<file path="src/rtl/traffic_pkg.sv">
// Shared phase encoding, lamp patterns and phase-sequencing helpers for the
// two-road intersection controller.
package traffic_pkg;

    typedef enum logic [2:0] {
        NS_GREEN  = 3'd0,
        NS_YELLOW = 3'd1,
        ALLRED_A  = 3'd2,
        EW_GREEN  = 3'd3,
        EW_YELLOW = 3'd4,
        ALLRED_B  = 3'd5,
        FLASH     = 3'd6
    } phase_e;

    // Lamp vectors are {red, yellow, green}
    localparam logic [2:0] LAMP_RED    = 3'b100;
    localparam logic [2:0] LAMP_YELLOW = 3'b010;
    localparam logic [2:0] LAMP_GREEN  = 3'b001;
    localparam logic [2:0] LAMP_OFF    = 3'b000;

    function automatic phase_e next_phase(phase_e p);
        phase_e n;
        case (p)
            NS_GREEN:  n = NS_YELLOW;
            NS_YELLOW: n = ALLRED_A;
            ALLRED_A:  n = EW_GREEN;
            EW_GREEN:  n = EW_YELLOW;
            EW_YELLOW: n = ALLRED_B;
            ALLRED_B:  n = NS_GREEN;
            default:   n = ALLRED_B;
        endcase
        return n;
    endfunction

    function automatic logic is_green(phase_e p);
        return (p == NS_GREEN) || (p == EW_GREEN);
    endfunction

    // Lamp pattern for one road; ew selects the east-west road.
    function automatic logic [2:0] road_lamp(phase_e p, logic blink, logic ew);
        logic [2:0] l;
        l = LAMP_RED;
        if (p == FLASH) begin
            l = blink ? LAMP_YELLOW : LAMP_OFF;
        end else if (p == (ew ? EW_GREEN : NS_GREEN)) begin
            l = LAMP_GREEN;
        end else if (p == (ew ? EW_YELLOW : NS_YELLOW)) begin
            l = LAMP_YELLOW;
        end
        return l;
    endfunction

endpackage

</file>
<file path="src/rtl/traffic_light_ctrl_phase_timer.sv">
// Loadable down-counter holding the cycles left in the current phase.
module phase_timer #(
    parameter int unsigned CNT_W   = 8,
    parameter int unsigned RST_VAL = 2
) (
    input  logic             clk,
    input  logic             rst,
    input  logic             load,
    input  logic [CNT_W-1:0] load_val,
    input  logic             hold,
    output logic [CNT_W-1:0] remain,
    output logic             expire
);

    logic [CNT_W-1:0] cnt_q, cnt_d;

    always_comb begin
        cnt_d = cnt_q;
        if (load) begin
            cnt_d = load_val;
        end else if (!hold) begin
            cnt_d = cnt_q - CNT_W'(1);
        end
    end

    always_ff @(posedge clk or posedge rst) begin
        if (rst) begin
            cnt_q <= CNT_W'(RST_VAL);
        end else begin
            cnt_q <= cnt_d;
        end
    end

    assign remain = cnt_q;
    assign expire = (cnt_q == CNT_W'(1));

endmodule

</file>
<file path="src/rtl/traffic_light_ctrl.sv">
// Two-road intersection controller: green/yellow/all-red ring with pedestrian
// shortening and a flashing-yellow maintenance mode.
module traffic_light_ctrl #(
    parameter int unsigned CNT_W    = 8,
    parameter int unsigned GREEN_T  = 60,
    parameter int unsigned YELLOW_T = 5,
    parameter int unsigned ALLRED_T = 2,
    parameter int unsigned SHORT_T  = 10
) (
    input  logic             clk,
    input  logic             rst,
    input  logic             ped_req,
    input  logic             flash,
    output logic [2:0]       ns_light,
    output logic [2:0]       ew_light,
    output logic [CNT_W-1:0] remain,
    output logic [2:0]       phase,
    output logic             ped_pend
);
    import traffic_pkg::*;

    localparam int unsigned MAX_T = (CNT_W >= 1 && CNT_W <= 31) ? (1 << CNT_W) - 1 : 0;

    if (CNT_W < 1 || CNT_W > 31) begin : g_bad_width
        $error("traffic_light_ctrl: CNT_W out of range");
    end
    if (GREEN_T < 1 || GREEN_T > MAX_T || YELLOW_T < 1 || YELLOW_T > MAX_T ||
        ALLRED_T < 1 || ALLRED_T > MAX_T || SHORT_T < 1 || SHORT_T >= GREEN_T) begin : g_bad_dur
        $error("traffic_light_ctrl: durations must be 1..2^CNT_W-1 with SHORT_T < GREEN_T");
    end

    localparam logic [CNT_W-1:0] GREEN_L  = CNT_W'(GREEN_T);
    localparam logic [CNT_W-1:0] YELLOW_L = CNT_W'(YELLOW_T);
    localparam logic [CNT_W-1:0] ALLRED_L = CNT_W'(ALLRED_T);
    localparam logic [CNT_W-1:0] SHORT_L  = CNT_W'(SHORT_T);

    phase_e           phase_q, phase_d;
    logic             ped_pend_q, ped_pend_d;
    logic             blink_q, blink_d;
    logic [2:0]       ns_q, ew_q;
    logic             load, hold, expire;
    logic [CNT_W-1:0] load_val, remain_w;

    phase_timer #(
        .CNT_W   (CNT_W),
        .RST_VAL (ALLRED_T)
    ) u_timer (
        .clk      (clk),
        .rst      (rst),
        .load     (load),
        .load_val (load_val),
        .hold     (hold),
        .remain   (remain_w),
        .expire   (expire)
    );

    function automatic logic [CNT_W-1:0] duration(phase_e p);
        logic [CNT_W-1:0] d;
        case (p)
            NS_GREEN, EW_GREEN:   d = GREEN_L;
            NS_YELLOW, EW_YELLOW: d = YELLOW_L;
            default:              d = ALLRED_L;
        endcase
        return d;
    endfunction

    // Priority: flash, leaving flash, phase expiry, pedestrian request.
    always_comb begin
        phase_d    = phase_q;
        ped_pend_d = ped_pend_q;
        blink_d    = 1'b0;
        load       = 1'b0;
        hold       = 1'b0;
        load_val   = remain_w;
        if (flash) begin
            phase_d    = FLASH;
            ped_pend_d = 1'b0;
            if (phase_q == FLASH) begin
                hold    = 1'b1;
                blink_d = ~blink_q;
            end else begin
                load     = 1'b1;
                load_val = '0;
                blink_d  = 1'b1;
            end
        end else if (phase_q == FLASH) begin
            phase_d  = ALLRED_B;
            load     = 1'b1;
            load_val = ALLRED_L;
        end else if (expire) begin
            phase_d  = next_phase(phase_q);
            load     = 1'b1;
            load_val = duration(phase_d);
            if (is_green(phase_d)) begin
                if (ped_pend_q || ped_req) begin
                    load_val = SHORT_L;
                end
                ped_pend_d = 1'b0;
            end else if (ped_req && !is_green(phase_q)) begin
                ped_pend_d = 1'b1;
            end
        end else if (ped_req) begin
            if (is_green(phase_q)) begin
                if (remain_w > SHORT_L) begin
                    load     = 1'b1;
                    load_val = SHORT_L;
                end
            end else begin
                ped_pend_d = 1'b1;
            end
        end
    end

    always_ff @(posedge clk or posedge rst) begin
        if (rst) begin
            phase_q    <= ALLRED_B;
            ped_pend_q <= 1'b0;
            blink_q    <= 1'b0;
            ns_q       <= LAMP_RED;
            ew_q       <= LAMP_RED;
        end else begin
            phase_q    <= phase_d;
            ped_pend_q <= ped_pend_d;
            blink_q    <= blink_d;
            ns_q       <= road_lamp(phase_d, blink_d, 1'b0);
            ew_q       <= road_lamp(phase_d, blink_d, 1'b1);
        end
    end

    assign ns_light = ns_q;
    assign ew_light = ew_q;
    assign remain   = remain_w;
    assign phase    = phase_q;
    assign ped_pend = ped_pend_q;

endmodule

</file>
<file path="config.mk">
export PLATFORM = sky130hd
export DESIGN_NAME = traffic_light_ctrl
export DESIGN_NICKNAME = d
export VERILOG_FILES = /design/src/rtl/traffic_pkg.sv /design/src/rtl/traffic_light_ctrl_phase_timer.sv /design/src/rtl/traffic_light_ctrl.sv
export SDC_FILE = /design/constraint.sdc
export NUM_CORES = 1
export LEC_CHECK = 0
export CAP_MARGIN = 20
export CELL_PAD_IN_SITES_DETAIL_PLACEMENT = 1
export CELL_PAD_IN_SITES_GLOBAL_PLACEMENT = 1
export CORE_UTILIZATION = 26
export DETAILED_ROUTE_END_ITERATION = 7
export PLACE_DENSITY = 0.55
export SLEW_MARGIN = 30
export SYNTH_ARGS = -nofsm -noshare
export SYNTH_HDL_FRONTEND = slang
export SYNTH_SLANG_ARGS = --single-unit
</file>
<file path="constraint.sdc">
create_clock -name clk -period 4.1 [get_ports clk]
set_clock_uncertainty 0.2 [all_clocks]
set_input_delay 1.025 -clock clk [delete_from_list [all_inputs] [get_ports clk]]
set_output_delay 1.025 -clock clk [all_outputs]
set_load 0.02 [all_outputs]
</file>
# Word level (Yosys, flattened, before mapping)
# Cells that the tools add are included.
# Widths: inputs -> output; s select.
[word_totals]
ff_bits = 19
latchBits = 0
ram_bits = 0
romBits = 0
inputBits = 4
output_inout_bits = 18
elab_cells = 87
mem_count = 0
[classes]
addsub = 1
mul = 0
div = 0
n_lt_le_gt_ge = 1
n_eq_ne = 21
n_shift = 0
mux = 44
bitwise_logic = 1
n_reduce_logical = 13
[op_table]
columns = ["op", "n"]
rows = [
  ["$mux 8", 11],
  ["$mux 3", 12],
  ["$mux 1", 18],
  ["$eq 3x3->1 const B", 5],
  ["$pmux 3 s5", 1],
  ["$eq 3x2->1 const B", 4],
  ["$pmux 6 s2", 1],
  ["$ne 5x2->1 const B", 2],
  ["$eq 3x1->1 const B", 3],
  ["$logic_not 3->1", 3],
  ["$eq 8x1->1 const B", 1],
  ["$gt 8x4->1 const B", 1],
  ["$sub 8x1->8 const B", 1],
  ["$ne 3x3->1 const B", 2],
  ["$ne 5x3->1 const B", 1],
  ["$reduce_and 5->1", 1],
  ["$ne 2x2->1 const B", 2],
  ["$ne 4x2->1 const B", 1],
  ["$reduce_and 4->1", 1],
  ["$reduce_or 2->1", 2],
  ["$logic_or 1x1->1", 3],
  ["$reduce_bool 3->1", 1],
  ["$mux 2", 1],
  ["$logic_and 1x1->1", 1],
  ["other kinds (2)", 2],
]

# Longest topological paths before layout
[logic_depth]
depth_word = 14
depth_mapped = 7
mapped_depth_nobuf = 7

# By module
# Synthesis repeated with hierarchy kept, for this count alone.
[unflattened]
hier_cells = 146
area_unflattened_um2 = 1243.7
[modules_own_cells]
columns = ["module", "n_inst", "cells_each", "area_per_inst_um2", "seq_area_each_um2"]
rows = [
  ["traffic_light_ctrl", 1, 97, 780.7, 280.3],
  ["phase_timer", 1, 49, 462.9, 201.4],
]

# Worst setup path before layout
# OpenSTA, ideal clock, no wires.
[synth_path]
kind = "register to register"
startpoint = "register u_timer.cnt_q[0] (netlist: u_timer.remain[0])"
endpoint = "register u_timer.cnt_q[5] (netlist: u_timer.remain[5])"
setup_ns = 0.126
arrival_time_ns = 1.962
t_required_ns = 3.774
setup_slack_ns = 1.812
stages_incl_launch_ff = 8
n_path_buf = 0
synth_period_minus_slack_ns = 2.288
cell_sequence = "dfrtp_1 inv_1 ha_1 and2b_1 o21ai_0 a211oi_2 o31ai_1 a221o_1"
[synth_between]
elab_chain_len = 9
elab_cells_between_ends = 20
cone_classes = "add/sub: 1; order compare: 1; eq/ne: 6; mux: 11; reduce/logical: 1"
[synth_lines]
columns = ["item", "line_no", "source"]
rows = [
  ["start, declared", "traffic_light_ctrl_phase_timer.sv:15", "logic [CNT_W-1:0] cnt_q, cnt_d;"],
  ["start signal, assigned", "traffic_light_ctrl_phase_timer.sv:28", "cnt_q <= CNT_W'(RST_VAL);"],
  ["start signal, assigned", "traffic_light_ctrl_phase_timer.sv:30", "cnt_q <= cnt_d;"],
  ["$gt 8x4->1", "traffic_light_ctrl.sv:104", "if (remain_w > SHORT_L) begin"],
  ["$mux 1", "traffic_light_ctrl.sv:104", ""],
  ["$mux 1", "traffic_light_ctrl.sv:103", "if (is_green(phase_q)) begin"],
  ["$mux 1", "traffic_light_ctrl.sv:102", "end else if (ped_req) begin"],
  ["$mux 1", "traffic_light_ctrl.sv:90", "end else if (expire) begin"],
  ["$mux 1", "traffic_light_ctrl.sv:86", "end else if (phase_q == FLASH) begin"],
  ["$mux 1", "traffic_light_ctrl.sv:75", "if (flash) begin"],
  ["$ne 5x2->1 (no source line) (tied with other cells)", "--", ""],
  ["$reduce_and 5->1 (no source line)", "--", ""],
]
# Several ways; a longest one is shown, not always the timed one. The select of a mux whose other input is x is not followed.
# A chain may end at the register's enable or synchronous reset.

# Worst setup path in the final report
[layout_path]
startpoint = "register phase_q[2] (netlist: phase[2])"
endpoint = "output port phase[2]"
[layout_rtl]
columns = ["item", "line_no", "source"]
rows = [
  ["start, declared", "traffic_light_ctrl.sv:37", "phase_e phase_q, phase_d;"],
  ["start signal, assigned", "traffic_light_ctrl.sv:122", "phase_q <= phase_d;"],
  ["end, declared", "traffic_light_ctrl.sv:17", "output logic [2:0] phase,"],
]
# No word-level cell between the ends.

==> impl_results.md <==
- Final worst slack: about 1.2 ns
- Dpl hpwl: about 2500 microns
- # IOs: 22
- Async S/R FF share, synth: 100%
- CORE AREA: 4440 sq um
- Critical Path Sink Type: primary output
- Top cell type's share of synthesized area: 28.4%
- Actual slew at the worst max-slew pin: about 0.84 ns
- Die height: 70.9 microns
- Clock Power Share: between 10 and 15%
- LEAKAGE: 0.608 nW
- PortBufs: 21
- Top-count cell post-synth: nand2_1
- Share of power burned in registers: between 30% and 40%
- Initial antenna violation count: 0
- Overflow after GRT: 0
- Initial DRC count: 49
- Final ANT Viol Nets: 0
- Worst slack at placement: 0.916 ns
- Root Buffer: clkbuf_8
- RSZ-0062 raised after global routing: false
- Period minus WS final: 2.93 ns
- Hold Path Sink: blink_q
- Worst hold path class: flip-flop to flip-flop
- CP Cell Sequence: clkdlybuf4s50_1
- Fin crit share: between 70% and 80%
- Synth warn: 0
- Yosys cell types: 49
- Max incr delay on CP: 0.76 ns
- Via/cell ratio: about 5.3
- Area grow syn2layout: 23.4%
- Drt wl/cell: 16.6 microns
- Final setup fails: 0
- Crit path buffers/inverters: 1
- Post-CTS setup repair buffer count: 0
- Critical path arrival: approximately 1.7 ns
- Critical R2R Capture: u_timer.remain[5]
- Power Total: between 1 and 1.5 mW
- Chip width: around 71 microns
- Proportion of power drawn by combinational gates: 53.9%
- GRT Resource Usage Total: 14.6%
- GPL Wtd Cong: 0.791
- HP Start: blink_q
- Worst IR Drop VDD: 0.000221 V
- CP max stage cell: dfstp_2
- R2R setup slack: about 1.7 ns
- Status: finished, final reports clean
- Vias in the first global route: 1100
- Switching portion of total power: approximately 45%
- H-tree depth: 1
- WS Path Type: flip-flop to primary output
- Setup TNS: 0 ns
- Top delay family on crit path: flip-flops
- Num rows: 24
- Initial Util: ~28%
- Register area share after synthesis: 39.0%
- Global-route wire length before repair: between 5000 and 6000 microns
- Drt pass-1 iters: 6
- Syn Nets: 143
- Power per standard cell area: 661 nW/um^2
- Syn avg cell area: ~9.1 sq um
- Int Pwr: 0.552 mW
- Share of cells above drive strength 1: 18.1%
- Number of flops mapped to enable cells by yosys: 0
- Worst Path Max Fanout: 19
- Top cells by area, synth: dfrtp_1 28%, dfstp_2 11%, nand2_1 4.6%
- Final Max Slew Viols: 0
- Synth Flop Type: dfrtp_1
- Worst r2r src: u_timer.remain[0]
- # resized after CTS: 0
- Largest net degree at the start of global routing: 20
- Most frequent cells after synthesis: 15 x nand2_1, 14 x dfrtp_1, 10 x nor2_1, 8 x nor3_1, 6 x a21oi_1
- Register bit total from synthesis: 19
- Startpoint type of the worst setup path: flip-flop
- CTS Sinks: 19
- Total CTS buffers: 3
- Reg2Reg Depth: 7
- Final layout net count: 163
- Critical Path RT: 2.87 ns
- Later-pin clock latency in the skew report: 0.26 ns
- Via count: 1089
- N_diodes: 0
- Fmax: approximately 0.34 GHz
- Max-cap violation count: 0
- CTS tree: yes
- Yosys top cell by area: dfrtp_1
- Bufs on Longest Clock Path: 2
- Hold Buf Count CTS: 0
- Die area: 5020 sq um
- Post-Syn Area: 1230 sq um
- Worst rel slew slack: 43.8%
- Final WL: 3440 microns
- Net Switching: 0.454 mW
- Hold Crit Depth: 1
- Syn Inst Count: 136
- Endpoints failing hold: 0
- DRC Markers: 0
- Clock Pin Slew Worst Setup and Hold Paths: 0.08 ns
[metrics by stage]
step,instance area (sq um),instances,hold slack (ns),utilization [%]
after floorplan,1230,136,0.238,-
final,1520,207,0.272,34.3
after CTS,1520,207,0.273,34.3
after global routing,1520,207,0.306,34.3
after global placement,1480,203,0.261,33.2
after detailed placement,1480,203,0.260,33.2
[power by group through the flow]
stage          registers, mW  clock network, mW  logic (mW)
2_1_floorplan          0.346                  0       0.347
3_3_place_gp           0.326                  0       0.534
3_5_place_dp           0.329                  0       0.545
4_1_cts                0.327              0.140       0.549
5_1_grt                0.338              0.150       0.592
6_report               0.326              0.139       0.542
[metal layers]
layer | vias to the layer above | track usage, % | part of all wire (%)
li1 | 528 | - | -
met1 | 541 | 19.5 | 49
met2 | 16 | 23.9 | 48
met3 | 4 | 1.85 | 2.0
met4 | 0 | 6.00 | 1.6
met5 | - | 0 | 0
[flip-flops by register name, summed over array words and instances (netlist names)]
name and cells:
ns_light 3, u_timer.remain 8, ew_light 3, phase 3
ped_pend 1, blink_q 1
[cell type report]
class,instances,area [sq um]
tap,52,65.1
sequential,19,482
clock inverter,1,5.00
timing repair buffer,22,218
clock buffer,3,41.3
inverter,5,18.8
fill,512,2920
multi-input combinational,105,693
[worst max-delay path by stage]
stage,slack [ns],end,depth (start not counted),start
finish,1.17,phase[2],1,phase[2]
global route,1.05,u_timer.remain[6],7,flash
CTS,1.17,phase[2],1,phase[2]
detailed placement,0.92,u_timer.remain[6],7,flash
global placement,0.99,u_timer.remain[7],6,flash
floorplan,1.81,u_timer.remain[5],7,u_timer.remain[0]
[placed cells by master (no fill, tap or decap), drive strengths merged, types with 3 or more instances in the layout]
cell type,netlist,layout
ha,3,3
a21oi,6,6
a211oi,3,3
nor2,13,13
clkdlybuf4s50,0,21
nor3,9,9
dfrtp,14,14
or4,3,3
a31oi,5,5
a22o,3,3
clkbuf,3,3
o31ai,3,3
a211o,3,3
inv,5,5
dfstp,5,5
o21ai,9,9
nand2,18,18
[kinds of logic (layout without fill, tap and decap cells)]
logic type	after synthesis	after routing	share of synthesized area, %
AND/OR/NAND/NOR	60	60	28.0
AO/OA/AOI/OAI	38	38	22.0
flip-flops	19	19	39.0
buffers and inverters	12	31	4.77
adder cells (fa/ha/maj)	3	3	3.04
XOR/XNOR	2	2	1.42
multiplexers	2	2	1.72
No activity file was read; power rests on OpenSTA's default activity.
